`src/rtl/ysyx_220053_div_ctrl.sv`:
```
// Front-end controller for the 64-bit iterative divider: operand preparation, divider handshake, result shaping.
// Optional macro YSYX_220053_DIV_FASTPATH_EN resolves divide-by-zero and signed overflow without the divider.
module ysyx_220053_div_ctrl #(
  parameter int TAG_W = 5
) (
  input  logic             clk,
  input  logic             rst,
  input  logic             flush,
  input  logic             in_valid,
  output logic             in_ready,
  input  logic [2:0]       in_op,
  input  logic [63:0]      in_src1,
  input  logic [63:0]      in_src2,
  input  logic [TAG_W-1:0] in_tag,
  output logic             out_valid,
  input  logic             out_ready,
  output logic [63:0]      out_result,
  output logic [TAG_W-1:0] out_tag,
  output logic             div_valid,
  input  logic             div_ready,
  output logic             div_signed,
  output logic [63:0]      div_dividend,
  output logic [63:0]      div_divisor,
  output logic             div_flush,
  input  logic             div_out_valid,
  input  logic [63:0]      div_quotient,
  input  logic [63:0]      div_remainder,
  output logic [1:0]       dbg_state
);

  // Handshakes: a transfer occurs on a rising clk edge where valid and ready are both high;
  // a raised valid keeps its payload stable until that edge, and only flush may withdraw it.

`ifdef YSYX_220053_DIV_FASTPATH_EN
  localparam bit FAST_PATH = 1'b1;
`else
  localparam bit FAST_PATH = 1'b0;
`endif

  typedef enum logic [1:0] {
    IDLE  = 2'd0,
    ISSUE = 2'd1,
    WAIT  = 2'd2,
    DONE  = 2'd3
  } state_t;

  state_t      state;
  logic        op_rem;
  logic        op_word;
  logic [63:0] prep_a;
  logic [63:0] prep_b;
  logic [63:0] min_neg;
  logic        div_zero;
  logic        sgn_ovf;
  logic        special;
  logic [63:0] special_raw;
  logic [63:0] div_raw;

  function automatic logic [63:0] shape_result(input logic word, input logic [63:0] raw);
    return word ? {{32{raw[31]}}, raw[31:0]} : raw;
  endfunction

  // W ops divide the extended low halves, so 64-bit checks on the prepared operands cover both widths.
  always_comb begin
    prep_a = in_src1;
    prep_b = in_src2;
    if (in_op[2]) begin
      if (in_op[0]) begin
        prep_a = {32'h0, in_src1[31:0]};
        prep_b = {32'h0, in_src2[31:0]};
      end else begin
        prep_a = {{32{in_src1[31]}}, in_src1[31:0]};
        prep_b = {{32{in_src2[31]}}, in_src2[31:0]};
      end
    end
  end

  always_comb begin
    min_neg     = in_op[2] ? 64'hFFFF_FFFF_8000_0000 : 64'h8000_0000_0000_0000;
    div_zero    = (prep_b == 64'h0);
    sgn_ovf     = ~in_op[0] && (prep_a == min_neg) && (prep_b == {64{1'b1}});
    special     = FAST_PATH && (div_zero || sgn_ovf);
    special_raw = 64'h0;
    if (div_zero) begin
      special_raw = in_op[1] ? prep_a : {64{1'b1}};
    end else if (sgn_ovf) begin
      special_raw = in_op[1] ? 64'h0 : prep_a;
    end
  end

  assign div_raw = op_rem ? div_remainder : div_quotient;

  always_ff @(posedge clk) begin
    if (rst) begin
      state        <= IDLE;
      op_rem       <= 1'b0;
      op_word      <= 1'b0;
      out_result   <= 64'h0;
      out_tag      <= '0;
      div_dividend <= 64'h0;
      div_divisor  <= 64'h0;
      div_signed   <= 1'b0;
    end else if (flush) begin
      state <= IDLE;
    end else begin
      case (state)
        IDLE: begin
          if (in_valid) begin
            op_rem       <= in_op[1];
            op_word      <= in_op[2];
            out_tag      <= in_tag;
            div_dividend <= prep_a;
            div_divisor  <= prep_b;
            div_signed   <= ~in_op[0];
            if (special) begin
              out_result <= shape_result(in_op[2], special_raw);
              state      <= DONE;
            end else begin
              state <= ISSUE;
            end
          end
        end
        ISSUE: begin
          if (div_ready) state <= WAIT;
        end
        WAIT: begin
          if (div_out_valid) begin
            out_result <= shape_result(op_word, div_raw);
            state      <= DONE;
          end
        end
        DONE: begin
          if (out_ready) state <= IDLE;
        end
        default: state <= IDLE;
      endcase
    end
  end

  assign in_ready  = (state == IDLE);
  assign div_valid = (state == ISSUE);
  assign out_valid = (state == DONE);
  assign div_flush = flush;
  assign dbg_state = state;

endmodule
```
`config.mk`:
```
export PLATFORM = sky130hd
export DESIGN_NAME = ysyx_220053_div_ctrl
export DESIGN_NICKNAME = d
export VERILOG_FILES = /design/src/rtl/ysyx_220053_div_ctrl.sv
export SDC_FILE = /design/constraint.sdc
export NUM_CORES = 1
export LEC_CHECK = 0
export CAP_MARGIN = 0
export CORE_AREA = 2 2 184 186
export CTS_BUF_LIST = sky130_fd_sc_hd__clkbuf_8
export CTS_CLUSTER_DIAMETER = 80
export DETAILED_ROUTE_END_ITERATION = 16
export DIE_AREA = 0 0 186 188
export DONT_BUFFER_PORTS = 1
export SLEW_MARGIN = 20
export SYNTH_ARGS = -nofsm -noshare
export SYNTH_HDL_FRONTEND = slang
export SYNTH_SLANG_ARGS = --single-unit
```
`constraint.sdc`:
```
create_clock -name clk -period 1.87 [get_ports clk]
set_input_delay 0.374 -clock clk [delete_from_list [all_inputs] [get_ports clk]]
set_output_delay 0.374 -clock clk [all_outputs]
set_load 0.005 [all_outputs]
```
==> results.cfg <==
[outcome]
status = finished, violations left
violations = negative hold slack

[power]
powerDensity_nw_per_um2 = 939
power.leakage_nw = 3.48
ir_worst_vdd_uv = 496

[global_route]
grt_pass1_wl_mm = 35.7
grt_overflow = 0
antenna_found_initial = 4
first_global_vias = 6401
track_usage_pct = 13.1
grt_max_degree = 204

[finish]
final_nets = 1265
seqCellArea_um2 = 4050
syn_to_final_growth_pct = 22.0
multi_input_area_um2 = 3830
drive_gt1_share_pct = 12.5
fillCellCount = 3460

[die]
die_h_um = 188
dieArea_um2 = 35000
start_util_pct = 25.1
io_pins = 475
coreArea_um2 = 33100
rows = 67
die_x_um = 186

[timing]
hold_viol_final = 7
hold_ws_ns = -0.0431
tightestPinTransition_ns = 0.413
rsz0062_at_grt = false
finClkSkew_ns = 0.00983
slew_headroom_pct = 72.5
period_share_pct = 93.9
min_period_ns = 1.76
tns_ns = 0
setup_viol = 0
final_max_slew_viol_count = 0
fmax_mhz = 569

[routing]
wl_met2_mm = 12.9
drt_iter0_markers = 293
remaining_drc_errors = 0
wirelength_mm = 25.8
firstDrtPassIters = 4
dr.max_layer_used = met4
avgViaCountPerCell = 4.71
ant_nets = 0
wire_per_inst_um = 17.6
drt-met1-wl_mm = 9.43
routed-wl-met3_mm = 2.56
num_vias = 6912

[synth]
ys_seq_elements = 202
syn_area_um2 = 8300
yosysSeqAreaShare_pct = 48.7
synth_top_area_share_pct = 48.7
syn_nets = 1218
synth_top_area_cell = dfxtp_1
synth_area_leaders = dfxtp_1 (49%), a211oi_1 (8.8%), nand2b_1 (7.3%)
synth.distinct_cells = 25
syn_avg_cell_area_um2 = 8.80
synth_warnings = 0
syn_inst = 943

[place]
dp_hpwl_mm = 17.6
io_buffers = 0
gp_congestion = 0.765

[cts]
cts.path.max_buffers = 3
cts_buffers = 37
root_buffer = clkbuf_8
h-tree-depth = 2
clk_pin_slew_ns = 0.05
cts_tree = yes
cts.sinks = 202
clk_latency_ns = 0.52

[worst_hold_path]
min_path_cells = 1
hold_start = rst
hp-class = in2reg
hold_end = out_result[0]$_SDFFE_PP0P_

[setup_path]
startpoint_type = register
reg2reg_slack_ns = 0.17
cp.arrival_ns = 1.38
reg2reg_to = div_divisor[61]$_SDFFE_PP0P_
endpoint_kind = output pin
rr_startpoint = dbg_state[1]$_SDFFE_PP0P_
rr_worst_depth = 7
required_ns = 1.50
crit_type = reg2out
crit_path_max_fanout = 5

[job]
maxCapViolCount = 0
worst max path at each step:
stage                                     to  depth (start not counted)                 startpoint
2_1_floorplan      dbg_state[0]$_SDFFE_PP0P_                          6  dbg_state[0]$_SDFFE_PP0P_
3_3_place_gp   div_dividend[60]$_SDFFE_PP0P_                          6  dbg_state[0]$_SDFFE_PP0P_
3_5_place_dp    div_divisor[61]$_SDFFE_PP0P_                          6  dbg_state[1]$_SDFFE_PP0P_
4_1_cts                             in_ready                          3  dbg_state[0]$_SDFFE_PP0P_
5_1_grt                             in_ready                          3  dbg_state[1]$_SDFFE_PP0P_
6_report                            in_ready                          3  dbg_state[0]$_SDFFE_PP0P_
stage by stage:
| stage | instances | worst slack (ns) | utilization (%) | instance area [µm²] | power, W |
|---|---|---|---|---|---|
| 2_1_floorplan | 943 | 0.201 | - | 8300 | 0.00534 |
| 3_3_place_gp | 1338 | 0.181 | 26.5 | 8780 | 0.00548 |
| 3_5_place_dp | 1338 | 0.0961 | 26.5 | 8780 | 0.00550 |
| 4_1_cts | 1411 | 0.00442 | 29.0 | 9590 | 0.00959 |
| 5_1_grt | 1466 | 0.0349 | 30.6 | 10100 | 0.00999 |
| 6_report | 1466 | 0.113 | 30.6 | 10100 | 0.00950 |
layer usage:
metal  global-route usage (%)  vias to the layer above
li1                         -                     3323
met2                     23.2                      360
met4                     6.06                        0
met1                     13.6                     3166
met3                     5.11                       63
met5                        0                        -
placed cells by master (no fill, tap or decap), drive strengths merged:
cell type    count
ha               4
a211oi          97
clkbuf          46
nor2            99
clkinvlp         1
mux2i           33
buf             34
clkinv           4
nor3             1
dlygate4sd3     60
nand3b           1
o21ai           32
mux2            32
a2111oi          2
a21oi           73
diode            4
and3b            2
nor2b            4
nand2          143
o22ai           32
dfxtp          202
nand2b          97
inv             15
cell usage after synthesis:
library cell / count
a2111oi_4: 1
dfxtp_1: 202
nor2_1: 99
buf_4: 2
inv_1: 3
o21ai_0: 32
nand2b_1: 97
buf_1: 9
nand2_1: 143
mux2i_1: 33
nand3b_1: 1
and3b_1: 2
o22ai_1: 32
nor3_1: 1
a21oi_2: 2
clkbuf_1: 26
a2111oi_2: 1
a21oi_1: 71
ha_1: 4
nor2b_4: 1
nor2b_1: 3
a211oi_1: 97
mux2_2: 32
buf_6: 5
buf_2: 44
power by group:
group | internal (W) | total, W | leakage (nW) | switching (W)
combinational | 0.000434 | 0.000837 | 1.43 | 0.000403
clock | 0.00220 | 0.00398 | 0.410 | 0.00178
sequential | 0.00450 | 0.00468 | 1.65 | 0.000182
cells by family (layout without fill, tap and decap cells):
kind of cell    after synthesis  in the layout  share of synthesized area [%]
fa+ha+maj                     4              4                          0.603
other cells                   0              4                              0
buf+inv                      89            160                           5.23
mux                          65             65                           8.32
flops                       202            202                           48.7
compound gates              236            236                           18.1
simple gates                347            347                           19.0
final cells by class:
class | count | area share [%]
inverter | 3 | 0.111
tap | 448 | 5.54
timing repair buffer | 94 | 9.44
multi-input combinational | 652 | 37.8
clock buffer | 46 | 6.25
antenna | 4 | 0.0989
sequential | 202 | 40.0
clock inverter | 17 | 0.717
registers in the layout (all words and copies together), names as in the netlist:
name          flops
op_rem            1
div_divisor      64
div_dividend     64
dbg_state         2
out_tag           5
div_signed        1
op_word           1
out_result       64
critical path, cell delays in order (launching register included):
cell and delay, ns:
dfxtp_2 0.37, inv_1 0.07, ha_1 0.27, buf_4 0.17
timing repair:
action,in CTS,in global routing
endpoints found under the hold margin,170,165
gates resized for setup,0,2
setup endpoints to repair,0,28
hold buffers,10,50
buffers inserted,0,1
Power figures use the tool's default switching activity.
